### src/rtl/uart_arb_pkg.sv
// Shared types and helpers for the uart_tx round-robin arbiter.
package uart_arb_pkg;

  typedef enum logic [1:0] {ARB, ISSUE, WAIT_ACK, WAIT_DONE} arb_state_t;

  localparam int NUM_REQ_MAX = 8;

  // Index that follows ptr, wrapping back to zero at n.
  function automatic int rr_next(input int ptr, input int n);
    return (ptr + 32'sd1 >= n) ? 32'sd0 : ptr + 32'sd1;
  endfunction

endpackage

### src/rtl/uart_tx_arbiter_rr_pick.sv
// Combinational round-robin picker: first set bit of req_i at or after ptr_i, circularly.
module rr_pick #(
  parameter int N     = 4,
  parameter int IDX_W = 2
) (
  input  logic [N-1:0]     req_i,
  input  logic [IDX_W-1:0] ptr_i,
  output logic [N-1:0]     grant_o,
  output logic [IDX_W-1:0] idx_o,
  output logic             any_valid_o
);

  localparam int PW = $clog2(2 * N);

  logic [2*N-1:0] dbl_s;
  logic [PW-1:0]  pos_s;

  assign dbl_s = {req_i, req_i};

  // Walk from the farthest slot back to ptr so the nearest requester overwrites last.
  always_comb begin
    idx_o       = {IDX_W{1'b0}};
    any_valid_o = 1'b0;
    pos_s       = {PW{1'b0}};
    for (int k = N - 1; k >= 0; k--) begin
      pos_s       = PW'(ptr_i) + PW'(k);
      idx_o       = dbl_s[pos_s] ? IDX_W'(int'(pos_s) % N) : idx_o;
      any_valid_o = any_valid_o | dbl_s[pos_s];
    end
    grant_o = any_valid_o ? ({{(N-1){1'b0}}, 1'b1} << idx_o) : {N{1'b0}};
  end

endmodule

### src/rtl/uart_tx_arbiter.sv
// Round-robin arbiter sharing one uart_tx among NUM_REQ word sources, one word in flight.
// Optional burst lock (req_lock port) is enabled by defining UART_ARB_LOCK_EN.
module uart_tx_arbiter
  import uart_arb_pkg::*;
#(
  parameter int NUM_REQ = 4,
  parameter int DATA_W  = 32
) (
  input  logic                       clk,
  input  logic                       rst_n,
  input  logic [NUM_REQ-1:0]         req_valid,
  input  logic [NUM_REQ*DATA_W-1:0]  req_data,
  output logic [NUM_REQ-1:0]         req_ready,
`ifdef UART_ARB_LOCK_EN
  input  logic [NUM_REQ-1:0]         req_lock,
`endif
  output logic [DATA_W-1:0]          tx_data,
  output logic                       tx_valid,
  input  logic                       tx_ready,
  input  logic                       tx_busy,
  output logic [$clog2(NUM_REQ)-1:0] grant_id,
  output logic                       grant_active
);

  localparam int IDX_W = $clog2(NUM_REQ);
  localparam logic [NUM_REQ-1:0] ONE_HOT0 = {{(NUM_REQ-1){1'b0}}, 1'b1};

  arb_state_t          state_q, state_d;
  logic [IDX_W-1:0]    rr_ptr_q, rr_ptr_d;
  logic [IDX_W-1:0]    grant_id_q, grant_id_d;
  logic [DATA_W-1:0]   tx_data_q, tx_data_d;
  logic                tx_valid_q, tx_valid_d;
  logic                grant_active_q, grant_active_d;

  logic [NUM_REQ-1:0]  pick_onehot_s, sel_onehot_s;
  logic [IDX_W-1:0]    pick_idx_s, sel_idx_s;
  logic                any_valid_s, lock_hit_s, can_grant_s;

  rr_pick #(
    .N     (NUM_REQ),
    .IDX_W (IDX_W)
  ) u_rr_pick (
    .req_i       (req_valid),
    .ptr_i       (rr_ptr_q),
    .grant_o     (pick_onehot_s),
    .idx_o       (pick_idx_s),
    .any_valid_o (any_valid_s)
  );

`ifdef UART_ARB_LOCK_EN
  assign lock_hit_s = req_lock[grant_id_q] & req_valid[grant_id_q];
`else
  assign lock_hit_s = 1'b0;
`endif

  // A busy uart_tx is never ready, even if it claims ready (another master may own it).
  assign sel_idx_s    = lock_hit_s ? grant_id_q : pick_idx_s;
  assign sel_onehot_s = lock_hit_s ? (ONE_HOT0 << grant_id_q) : pick_onehot_s;
  assign can_grant_s  = (state_q == ARB) & tx_ready & ~tx_busy & (any_valid_s | lock_hit_s);
  assign req_ready    = can_grant_s ? sel_onehot_s : {NUM_REQ{1'b0}};

  // Next-state and datapath decisions for the grant/issue/wait sequence.
  always_comb begin
    state_d        = state_q;
    rr_ptr_d       = rr_ptr_q;
    grant_id_d     = grant_id_q;
    tx_data_d      = tx_data_q;
    tx_valid_d     = 1'b0;
    grant_active_d = grant_active_q;
    case (state_q)
      ARB: begin
        if (can_grant_s) begin
          state_d        = ISSUE;
          tx_data_d      = req_data[sel_idx_s*DATA_W +: DATA_W];
          grant_id_d     = sel_idx_s;
          rr_ptr_d       = lock_hit_s ? rr_ptr_q : IDX_W'(rr_next(int'(sel_idx_s), NUM_REQ));
          tx_valid_d     = 1'b1;
          grant_active_d = 1'b1;
        end else begin
          state_d = ARB;
        end
      end
      ISSUE: begin
        state_d = WAIT_ACK;
      end
      WAIT_ACK: begin
        if (tx_busy) begin
          state_d = WAIT_DONE;
        end else begin
          state_d = WAIT_ACK;
        end
      end
      WAIT_DONE: begin
        if (!tx_busy && tx_ready) begin
          state_d        = ARB;
          grant_active_d = 1'b0;
        end else begin
          state_d = WAIT_DONE;
        end
      end
      default: begin
        state_d        = ARB;
        grant_active_d = 1'b0;
      end
    endcase
  end

  // State and output registers; reset drops any word in flight.
  always_ff @(posedge clk or negedge rst_n) begin
    if (!rst_n) begin
      state_q        <= ARB;
      rr_ptr_q       <= {IDX_W{1'b0}};
      grant_id_q     <= {IDX_W{1'b0}};
      tx_data_q      <= {DATA_W{1'b0}};
      tx_valid_q     <= 1'b0;
      grant_active_q <= 1'b0;
    end else begin
      state_q        <= state_d;
      rr_ptr_q       <= rr_ptr_d;
      grant_id_q     <= grant_id_d;
      tx_data_q      <= tx_data_d;
      tx_valid_q     <= tx_valid_d;
      grant_active_q <= grant_active_d;
    end
  end

  assign tx_data      = tx_data_q;
  assign tx_valid     = tx_valid_q;
  assign grant_id     = grant_id_q;
  assign grant_active = grant_active_q;

endmodule

### config.mk
export PLATFORM = sky130hd
export DESIGN_NAME = uart_tx_arbiter
export DESIGN_NICKNAME = d
export VERILOG_FILES = /design/src/rtl/uart_arb_pkg.sv /design/src/rtl/uart_tx_arbiter_rr_pick.sv /design/src/rtl/uart_tx_arbiter.sv
export SDC_FILE = /design/constraint.sdc
export NUM_CORES = 1
export LEC_CHECK = 0
export CAP_MARGIN = 0
export CORE_UTILIZATION = 40
export DETAILED_ROUTE_END_ITERATION = 10
export GPL_ROUTABILITY_DRIVEN = 0
export PLACE_DENSITY_LB_ADDON = 0.05
export SLEW_MARGIN = 5
export SYNTH_ARGS = -nofsm -noshare
export SYNTH_HDL_FRONTEND = slang
export SYNTH_SLANG_ARGS = --single-unit
### constraint.sdc
create_clock -name clk -period 6.4 [get_ports clk]
set_input_delay 1.28 -clock clk [delete_from_list [all_inputs] [get_ports clk]]
set_output_delay 1.28 -clock clk [all_outputs]
set_load 0.01 [all_outputs]
==> results.sh <==
export IMPL_antenna_found_initial=0
export IMPL_postRouteAntennaNets=0
export IMPL_netlist_area_leader_share_pct=36.40
export IMPL_cts_made_buffers=5
export IMPL_worst_r2r_endpoint="tx_data[25]"
export IMPL_grt_util_all_layers_pct=22.07
export IMPL_setup_viol=0
export IMPL_r2r_start="rr_ptr_q[0]"
export IMPL_syn_area_um2=2750
export IMPL_drcViolationCount=15
export IMPL_period_needed_ns=5.070
export IMPL_nets=542
export IMPL_p_per_area_nw_per_um2=358.8
export IMPL_vias=2577
export IMPL_synth_compound_area_share_pct=21.93
export IMPL_diodes=0
export IMPL_core_um2=6495
export IMPL_min_period_over_period_pct=79.22
export IMPL_utilization_pct=70.62
export IMPL_placed_cells=474
export IMPL_worstPathArrival_ns=3.79
export IMPL_cts_buffer_depth=2
export IMPL_drt_first_pass_iters=9
export IMPL_ys_flop_type="dfrtp_1"
export IMPL_hold_buffers=0
export IMPL_p_comb_share_pct=61.3
export IMPL_clkPwrFrac_pct=12.3
export IMPL_yosysSeqAreaShare_pct=36.40
export IMPL_crit_path_end_kind="primary output"
export IMPL_post_cts_buffers=0
export IMPL_die_width_um=84.92
export IMPL_die_h_um=84.92
export IMPL_hp_start="tx_data[8]"
export IMPL_port_buffers=175
export IMPL_wirelength_um=7985
export IMPL_final_cell_mix="clkdlybuf4s50_1 (174), mux2i_1 (64), nand2_1 (42)"
export IMPL_syn2layout_area_growth_pct=66.79
export IMPL_rrSetupSlack_ns=3.68
export IMPL_synth_simple_area_share_pct=11.15
export IMPL_clkSinkCount=40
export IMPL_post_drt_via_cell_ratio=5.346
export IMPL_status="finished with violations"
export IMPL_row_count=29
export IMPL_synth_warnings=0
export IMPL_p_sw_share_pct=37.63
export IMPL_cts_tree="yes"
export IMPL_clk_insertion_delay_late_ns=0.29
export IMPL_syn_avg_cell_area_um2=11.60
export IMPL_cts_repair_resized=0
export IMPL_drt_iter0_drc=137
export IMPL_ys_types=35
export IMPL_crit_fanout=19
export IMPL_p_total_mw=1.646
export IMPL_synth_xor_area_share_pct=0
export IMPL_fmax_mhz=197.2
export IMPL_worst_r2r_path_depth=7
export IMPL_p_leak_nw=1.963
export IMPL_synth_seq_cells=40
export IMPL_regArea_um2=1001
export IMPL_maxSlewHeadroom_pct=38.90
export IMPL_max_slew_worst_pin_slew_ns=0.9165
export IMPL_syn_inst=237
export IMPL_cts_root_buf="clkbuf_8"
export IMPL_ir_drop_mv=0.1874
export IMPL_grt_first_pass_wirelength_um=12540
export IMPL_drv_cap=0
export IMPL_slew_viol_final=0
export IMPL_async_reset_ff_share_pct=100.0
export IMPL_violations="DRC"
export IMPL_sequentialPowerShare_pct=26.3
export IMPL_dp_hpwl_um=6137
export IMPL_ios=176
export IMPL_h_tree_depth=2
export IMPL_synthAdderAreaFrac_pct=0.9099
export IMPL_drive_gt1_share_pct=12.35
export IMPL_synth_edf_count=0
export IMPL_grt_max_degree=41
export IMPL_start_kind="input port"
export IMPL_clock_skew_ns=0.003579
export IMPL_dieArea_um2=7211
export IMPL_hold_depth=2
export IMPL_synth_area_leader_cell="dfrtp_1"
export IMPL_syn_nets=375
export IMPL_p_int_mw=1.027
export IMPL_wl_per_cell_um=16.57
export IMPL_hold_viol=0
export IMPL_multi_input_area_um2=1598
export IMPL_critPathKind="input port to primary output"
export IMPL_fillers=530
export IMPL_hold_path_end="tx_data[8]"
export IMPL_netSwitchingPower_mw=0.6193
export IMPL_synthMuxAreaShare_pct=23.70
export IMPL_cp_required_ns=5.12
export IMPL_hold_class="flop to flop"
export IMPL_rsz0062_at_grt="false"
export IMPL_globalRouteOverflowTotal=0
export IMPL_clk_pin_slew_worst_paths_ns=0.08
export IMPL_mostFrequentLayoutCell="clkdlybuf4s50_1"
export IMPL_first_global_vias=2565
export IMPL_synth_top_family_by_area="multiplexers"
export IMPL_yosys_top_cells_area="dfrtp_1 (36%), mux2i_1 (23%), o221ai_2 (17%)"
export IMPL_finalSetupTns_ns=0
export IMPL_start_util_pct=42.34
export IMPL_fin_cells=482
[power groups by stage]
stage               clock network (mW)  logic (mW)  registers (mW)
floorplan                            0       0.591           0.481
global placement                     0        1.01           0.434
detailed placement                   0        1.02           0.437
CTS                              0.209        1.02           0.434
global route                     0.221        1.08           0.448
finish                           0.203        1.01           0.434
[state kept, by name, summed over array words and instances (netlist names)]
register / count
tx_data: 32
grant_id: 2
rr_ptr_q: 2
state_q: 2
grant_active: 1
tx_valid: 1
[per-stage QoR]
stage                     hold slack, ns  setup slack, ns  cell area (µm²)
final                             0.4882            1.330             4587
after global routing              0.5107            1.136             4587
after CTS                         0.4915            1.331             4587
after detailed placement          0.4775            1.340             4479
after global placement            0.4677            1.383             4479
after floorplan                   0.4565            2.723             2750
[worst max-delay path by stage]
stage	cells after the start	from	slack, ns	end
2_1_floorplan	5	tx_ready	2.72	req_ready[1]
3_3_place_gp	6	req_valid[1]	1.38	req_ready[3]
3_5_place_dp	6	req_valid[1]	1.34	req_ready[3]
4_1_cts	6	req_valid[1]	1.33	req_ready[3]
5_1_grt	7	req_valid[0]	1.14	req_ready[2]
6_report	6	req_valid[1]	1.33	req_ready[3]
[synth_stat cells, drive strengths merged (2+ instances only)]
library cell,n
mux2i,64
nand2,43
dfrtp,40
o221ai,33
buf,15
nor2,6
inv,4
nor2b,4
o21ai,4
clkbuf,3
ha,2
nor3b,2
[per-layer routing]
| metal | wire length [µm] | track usage (%) | vias to the layer above | part of all wire (%) |
|---|---|---|---|---|
| met5 | 0 | 0 | - | 0 |
| met4 | 93 | 5.701 | 0 | 1.2 |
| met3 | 814 | 7.198 | 7 | 10 |
| met2 | 3828 | 37.47 | 130 | 48 |
| met1 | 3248 | 27.15 | 1209 | 41 |
| li1 | - | - | 1231 | - |
[kinds of logic (layout without fill, tap and decap cells)]
logic type,after synthesis,count (layout)
AOI/OAI and AO/OA,45,45
buffers and inverters,22,190
muxes,65,65
adders and majority gates,2,2
and+or+nand+nor,63,63
DFF,40,40
[cell type report]
type | count | share of cell area, %
Timing Repair Buffer | 178 | 38.57
Sequential cell | 40 | 21.82
Clock buffer | 6 | 1.582
Clock inverter | 2 | 0.7638
Tap cell | 77 | 2.100
Multi-Input combinational cell | 175 | 34.83
Inverter | 4 | 0.3273
[worst max-delay path: stages]
cell and delay [ns]:
clkdlybuf4s50_1 0.54, o41ai_1 0.48, or3_1 0.60, inv_2 0.21, and2_1 0.22, clkdlybuf4s50_1 0.47
(Power assumes the default switching activity.)
